`src/rtl/regbank_dump_arbiter_pkg.sv`:
```
// Shared sizing constants and dump FSM state encoding for the register-bank dump arbiter.
// No logic; imported by the arbiter top and the bank.
package regbank_dump_arbiter_pkg;

    localparam int RB_NUM_REGS = 32;
    localparam int RB_DATA_W   = 32;
    localparam int RB_IDX_W    = 5;

    typedef enum logic [2:0] {
        S_IDLE    = 3'd0,
        S_DRAIN   = 3'd1,
        S_READ    = 3'd2,
        S_PRESENT = 3'd3,
        S_DONE    = 3'd4
    } state_t;

endpackage

```
`src/rtl/regbank_dump_arbiter_banco.sv`:
```
// Register bank: one write port, two asynchronous read ports, no reset on contents.
// Write lands at the rising edge; a same-cycle read returns the old value.
module regbank_dump_arbiter_banco
    import regbank_dump_arbiter_pkg::*;
#(
    parameter int NUM_REGS = RB_NUM_REGS,
    parameter int DATA_W   = RB_DATA_W,
    parameter int IDX_W    = RB_IDX_W
) (
    input  logic              i_clk,
    input  logic              i_we,
    input  logic [IDX_W-1:0]  i_wreg,
    input  logic [DATA_W-1:0] i_wdata,
    input  logic [IDX_W-1:0]  i_rreg1,
    input  logic [IDX_W-1:0]  i_rreg2,
    output logic [DATA_W-1:0] o_rdata1,
    output logic [DATA_W-1:0] o_rdata2
);

    logic [DATA_W-1:0] r_regs [NUM_REGS];

    always_ff @(posedge i_clk) begin
        if (i_we) begin
            r_regs[i_wreg] <= i_wdata;
        end
    end

    assign o_rdata1 = r_regs[i_rreg1];
    assign o_rdata2 = r_regs[i_rreg2];

endmodule

```
`src/rtl/regbank_dump_arbiter.sv`:
```
// Register bank with pipeline/debug write arbitration and a stalled, handshaked dump stream.
// First dump beat 3 cycles after dumpStart; each beat holds until dumpValid & dumpReady.
module regbank_dump_arbiter
    import regbank_dump_arbiter_pkg::*;
#(
    parameter int NUM_REGS = RB_NUM_REGS,
    parameter int DATA_W   = RB_DATA_W
) (
    input  logic                clock,
    input  logic                reset,
    input  logic                pRegWrite,
    input  logic [RB_IDX_W-1:0] pWriteReg,
    input  logic [DATA_W-1:0]   pWriteData,
    input  logic [RB_IDX_W-1:0] pReadReg1,
    input  logic [RB_IDX_W-1:0] pReadReg2,
    output logic [DATA_W-1:0]   pReadData1,
    output logic [DATA_W-1:0]   pReadData2,
    input  logic                dbgWrite,
    input  logic [RB_IDX_W-1:0] dbgWriteReg,
    input  logic [DATA_W-1:0]   dbgWriteData,
    output logic                dbgWriteAck,
    input  logic                dumpStart,
    input  logic                dumpReady,
    output logic                dumpValid,
    output logic [RB_IDX_W-1:0] dumpAddr,
    output logic [DATA_W-1:0]   dumpData,
    output logic                dumpDone,
    output logic                stall
);

    localparam logic [RB_IDX_W-1:0] LAST_IDX = RB_IDX_W'(NUM_REGS - 1);

    state_t              r_state;
    state_t              w_state_nxt;
    logic [RB_IDX_W-1:0] r_index;
    logic [RB_IDX_W-1:0] w_index_nxt;
    logic [RB_IDX_W-1:0] r_dump_addr;
    logic [DATA_W-1:0]   r_dump_data;

    logic                w_bank_we;
    logic [RB_IDX_W-1:0] w_bank_wreg;
    logic [DATA_W-1:0]   w_bank_wdata;
    logic                w_dump_phase;
    logic [RB_IDX_W-1:0] w_rd_reg1;
    logic [DATA_W-1:0]   w_rd_data1;

    // Pipeline owns the write port; debug only gets the idle slots.
    assign dbgWriteAck  = reset & dbgWrite & ~pRegWrite;
    assign w_bank_we    = reset & (pRegWrite | dbgWrite);
    assign w_bank_wreg  = pRegWrite ? pWriteReg  : dbgWriteReg;
    assign w_bank_wdata = pRegWrite ? pWriteData : dbgWriteData;

    assign w_dump_phase = (r_state == S_READ) || (r_state == S_PRESENT);
    assign w_rd_reg1    = w_dump_phase ? r_index : pReadReg1;
    assign pReadData1   = w_rd_data1;

    regbank_dump_arbiter_banco #(
        .NUM_REGS (NUM_REGS),
        .DATA_W   (DATA_W),
        .IDX_W    (RB_IDX_W)
    ) REGBANK_banco (
        .i_clk    (clock),
        .i_we     (w_bank_we),
        .i_wreg   (w_bank_wreg),
        .i_wdata  (w_bank_wdata),
        .i_rreg1  (w_rd_reg1),
        .i_rreg2  (pReadReg2),
        .o_rdata1 (w_rd_data1),
        .o_rdata2 (pReadData2)
    );

    always_comb begin
        w_state_nxt = r_state;
        w_index_nxt = r_index;
        case (r_state)
            S_IDLE: begin
                if (dumpStart) begin
                    w_state_nxt = S_DRAIN;
                end
            end
            S_DRAIN: begin
                w_state_nxt = S_READ;
                w_index_nxt = '0;
            end
            S_READ: begin
                w_state_nxt = S_PRESENT;
            end
            S_PRESENT: begin
                if (dumpReady) begin
                    if (r_index == LAST_IDX) begin
                        w_state_nxt = S_DONE;
                    end else begin
                        w_index_nxt = r_index + 1'b1;
                        w_state_nxt = S_READ;
                    end
                end
            end
            S_DONE: begin
                w_state_nxt = S_IDLE;
            end
            default: begin
                w_state_nxt = S_IDLE;
            end
        endcase
    end

    always_ff @(posedge clock) begin
        if (!reset) begin
            r_state     <= S_IDLE;
            r_index     <= '0;
            r_dump_addr <= '0;
            r_dump_data <= '0;
        end else begin
            r_state <= w_state_nxt;
            r_index <= w_index_nxt;
            if (r_state == S_READ) begin
                r_dump_addr <= r_index;
                r_dump_data <= w_rd_data1;
            end
        end
    end

    assign dumpValid = (r_state == S_PRESENT);
    assign dumpDone  = (r_state == S_DONE);
    assign stall     = (r_state == S_DRAIN) || w_dump_phase;
    assign dumpAddr  = r_dump_addr;
    assign dumpData  = r_dump_data;

endmodule

```
`config.mk`:
```
export PLATFORM = sky130hd
export DESIGN_NAME = regbank_dump_arbiter
export DESIGN_NICKNAME = d
export VERILOG_FILES = /design/src/rtl/regbank_dump_arbiter_pkg.sv /design/src/rtl/regbank_dump_arbiter_banco.sv /design/src/rtl/regbank_dump_arbiter.sv
export SDC_FILE = /design/constraint.sdc
export NUM_CORES = 2
export LEC_CHECK = 0
export CORE_ASPECT_RATIO = 1.5
export CORE_UTILIZATION = 50
export CTS_BUF_LIST = sky130_fd_sc_hd__clkbuf_8
export DETAILED_ROUTE_END_ITERATION = 10
export PLACE_DENSITY = 0.67
export SLEW_MARGIN = 20
export SYNTH_ARGS = -nofsm -noshare
export SYNTH_HDL_FRONTEND = slang
export SYNTH_SLANG_ARGS = --single-unit
```
`constraint.sdc`:
```
create_clock -name clock -period 3.8 [get_ports clock]
set_input_delay 0.38 -clock clock [delete_from_list [all_inputs] [get_ports clock]]
set_output_delay 0.38 -clock clock [all_outputs]
set_load 0.02 [all_outputs]
```
==> flow_metrics.tcl <==
set metrics [dict create \
    status "finished, violations left" \
    failed_checks "negative setup slack" \
    dr.pass1.iters 7 \
    fin_worst_skew_ns 0.0377 \
    fp-row-count 146 \
    hp-start "reset" \
    start_util_pct 50.4 \
    power_density_nw_per_um2 414 \
    r2r_end "dumpData[5]$_SDFFE_PN0N_" \
    r2r_start "r_state[2]$_SDFFE_PN0P_" \
    slew_viol_final 0 \
    crit_arrival_ns 3.50 \
    cts_tree "built" \
    cap_violations 0 \
    die_h_microns 402 \
    rsz0062_at_grt "true" \
    synthCells 3656 \
    crit_top_cell "buf_12" \
    finalCriticalPeriod_ns 3.88 \
    grtUsageTotal_pct 35.6 \
    synthArstFlopShare_pct 0 \
    total_power_mw 27.4 \
    synth_edf_count 1024 \
    gp_congestion 0.866 \
    grt_pass1_wl_microns 272000 \
    drc 0 \
    dp_slack_ns -0.268 \
    cpMaxStageDelayCell "dfxtp_4" \
    grt_overflow 0 \
    relSlewSlack_pct 34.5 \
    setup_ws_ns -0.0832 \
    power_leakage_nw 22.7 \
    cts_buffers 163 \
    ys_warn_count 0 \
    fmaxAchievable_mhz 258 \
    clock_latency_ns 0.89 \
    grt_max_degree 91 \
    crit_type "reg2out" \
    cp.required_ns 3.42 \
    synth_nets 3748 \
    tightest_slew_ns 0.982 \
    top_layer "met4" \
    root_buffer "clkbuf_8" \
    end_kind "primary output" \
    critPathLaunch "r_state[2]$_SDFFE_PN0P_" \
    antenna_found_initial 3 \
    cpPeakStageDelay_ns 0.37 \
    syn_area_sq_um 53200 \
    reg2reg_setup_slack_ns 0.93 \
    synth-main-ff-cell "edfxtp_1" \
    clock_tree.buffer_depth 3 \
    synth_top_area_share_pct 57.7 \
    synth_cell_types 50 \
    fin_area_sq_um 66100 \
    worstHoldEndpoint "r_index[0]$_SDFFE_PN0P_" \
    htree_num_levels 4 \
    grt_pass1_vias 39300 \
    dieWidth_microns 268 \
    ios 195 \
    fillers 7725 \
    ys_top_cells_by_area "edfxtp_1 (58%), mux4_2 (14%), a211oi_1 (13%), inv_1 (3.3%), clkbuf_1 (1.8%)" \
    fin_crit_sh_pct 102 \
    finalHoldViolCount 0 \
    startpoint_type "flip-flop" \
    hp-class "in2reg" \
    ant_nets 0 \
    yosysTopAreaCell "edfxtp_1" \
    setup_viol 14 \
    reg2reg_depth 13 \
    viasPerCell 7.10 \
    clkTransAtPathRegs_ns 0.07 \
    routed_wl_microns 195000 \
    layout.nets 4171 \
    path_cells "and3b_4, a21o_4, buf_12, buf_12, buf_12, buf_12, buf_16, buf_8, a211oi_1, a2111o_1, o2bb2ai_2, nor2_1, buf_4, buf_6" \
    first_iter_violations 5987 \
    place_hpwl_microns 107000 \
    dr_wl_met2_microns 90800 \
    synth_seq_area_share_pct 59.4 \
    vias 39800 \
    ys_seq_elements 1069 \
    cts.sinks 1069 \
    portBuffers 194 \
    wire_per_inst_microns 34.8 \
    avgSynthCellArea_sq_um 14.6 \
    wl_met3_microns 24200 \
    coreArea_sq_um 106000 \
    area_growth_pct 24.1 \
    hold_depth 3 \
    design.die.area_sq_um 108000 \
    crit_fanout 5 \
    placed_cell_area_sq_um 59100 \
    drive_above_1_share_pct 32.1 \
    drt-met1-wl_microns 65900 \
    vdd_ir_drop_max_mv 0.315 \
]
## critical path, delay by kind of cell, from the launching register on
kind                   cells  cell delay (ns)
flip-flops                 1             0.37
AO/OA/AOI/OAI              4             0.68
buffers and inverters      8             1.03
AND/OR/NAND/NOR            2             0.53
## cell type report
class	instances	area, sq um	share of cell area [%]
sequential	1069	31700	47.9
tap	1406	1760	2.66
timing repair buffer	633	8140	12.3
inverter	475	1780	2.70
multi-input combinational	1737	19700	29.8
clock buffer	175	2410	3.64
antenna	3	7.51	0.0114
clock inverter	112	606	0.916
## flip-flops by register name (all words and copies together), names as in the netlist
| register | count |
|---|---|
| r_index | 5 |
| dumpAddr | 5 |
| REGBANK_banco.r_regs | 1024 |
| r_state | 3 |
| dumpData | 32 |
## metrics by stage
| stage | instances | setup TNS [ns] | hold slack (ns) | utilization, % |
|---|---|---|---|---|
| after CTS | 5556 | -0.611 | 0.0939 | 61.2 |
| after global placement | 5161 | -1.82 | 0.470 | 56.0 |
| after detailed placement | 5161 | -1.16 | 0.485 | 56.0 |
| after global routing | 5608 | -2.02 | 0.144 | 62.6 |
| final | 5610 | -0.543 | 0.161 | 62.6 |
| after floorplan | 3656 | 0 | 0.487 | - |
## where the power goes
part / internal, mW / switching [mW] / total, mW
logic: 2.15 / 2.77 / 4.92
registers: 13.2 / 0.0883 / 13.3
clock network: 4.57 / 4.64 / 9.21
## kinds of logic after synthesis
family	synth area share, %
muxes	15.8
buffers and inverters	6.40
DFF	59.4
xor gates and xnor gates	0.0329
AOI/OAI and AO/OA	17.0
and+or+nand+nor	1.32
adders and majority gates	0.0470
## cells in the final DEF, fill, tap and decap left out, types with 8 or more instances in the layout
master | synthesis | routed
a2111o_1 | 12 | 12
o21ai_0 | 8 | 8
nor2_1 | 47 | 10
o41ai_2 | 0 | 38
buf_16 | 0 | 29
clkbuf_16 | 0 | 13
clkdlybuf4s50_1 | 0 | 152
a211oi_1 | 935 | 848
a31o_2 | 28 | 28
mux2_2 | 65 | 65
and2_1 | 29 | 29
edfxtp_1 | 1024 | 1024
mux4_2 | 320 | 320
clkbuf_8 | 0 | 175
mux2i_1 | 47 | 42
clkinv_2 | 0 | 22
o2111a_2 | 0 | 22
nand2_1 | 32 | 28
dfxtp_1 | 45 | 40
nor2_4 | 0 | 35
a2111oi_2 | 0 | 24
buf_8 | 0 | 13
inv_1 | 475 | 526
o41ai_1 | 84 | 44
a211oi_4 | 0 | 10
buf_12 | 2 | 142
clkinv_1 | 0 | 27
buf_4 | 7 | 213
a211oi_2 | 1 | 78
buf_6 | 6 | 59
## Yosys cell counts, types with 2 or more instances
| cell type | instances |
|---|---|
| mux4_2 | 320 |
| o21ai_0 | 8 |
| a211oi_1 | 935 |
| mux2i_1 | 47 |
| nand2b_1 | 5 |
| and3_1 | 2 |
| nand4_1 | 2 |
| ha_1 | 2 |
| a31oi_1 | 3 |
| nor2b_1 | 4 |
| and2_1 | 29 |
| nor4bb_1 | 3 |
| nand2_1 | 32 |
| and3b_1 | 2 |
| clkbuf_1 | 252 |
| buf_6 | 6 |
| dfxtp_1 | 45 |
| o2bb2ai_1 | 2 |
| buf_1 | 21 |
| o41ai_1 | 84 |
| a2111o_1 | 12 |
| o31ai_1 | 4 |
| a2111oi_0 | 32 |
| mux2_2 | 65 |
| nand3b_1 | 4 |
| buf_12 | 2 |
| edfxtp_1 | 1024 |
| buf_2 | 88 |
| o32ai_1 | 4 |
| inv_1 | 475 |
| a22o_1 | 4 |
| nor2_1 | 47 |
| buf_4 | 7 |
| a21boi_0 | 7 |
| nor3_1 | 2 |
| a31o_2 | 28 |
| nand3_1 | 6 |
| xor2_1 | 2 |
| o2111a_1 | 28 |
## how the worst max path moves through the flow
| stage | end | slack, ns | depth (start not counted) |
|---|---|---|---|
| 2_1_floorplan | REGBANK_banco.r_regs[0][0]$_DFFE_PP_ | 0.66 | 5 |
| 3_3_place_gp | pReadData1[18] | -0.31 | 9 |
| 3_5_place_dp | pReadData1[15] | -0.27 | 11 |
| 4_1_cts | pReadData1[13] | -0.08 | 12 |
| 5_1_grt | pReadData1[25] | -0.15 | 10 |
| 6_report | pReadData1[9] | -0.08 | 14 |
## what timing repair did
item / in CTS / in global routing
buffers inserted: 84 / 48
pin swaps: 87 / 65
endpoints found under the setup margin: 32 / 32
gates resized for setup: 358 / 165
hold buffers: 0 / 0
gates cloned: 27 / 14
## per-layer routing
layer	vias up	track usage (%)
met1	20000	44.9
li1	15800	-
met4	0	20.9
met2	3228	55.9
met5	-	0
met3	799	8.48
Power figures use the tool's default switching activity.
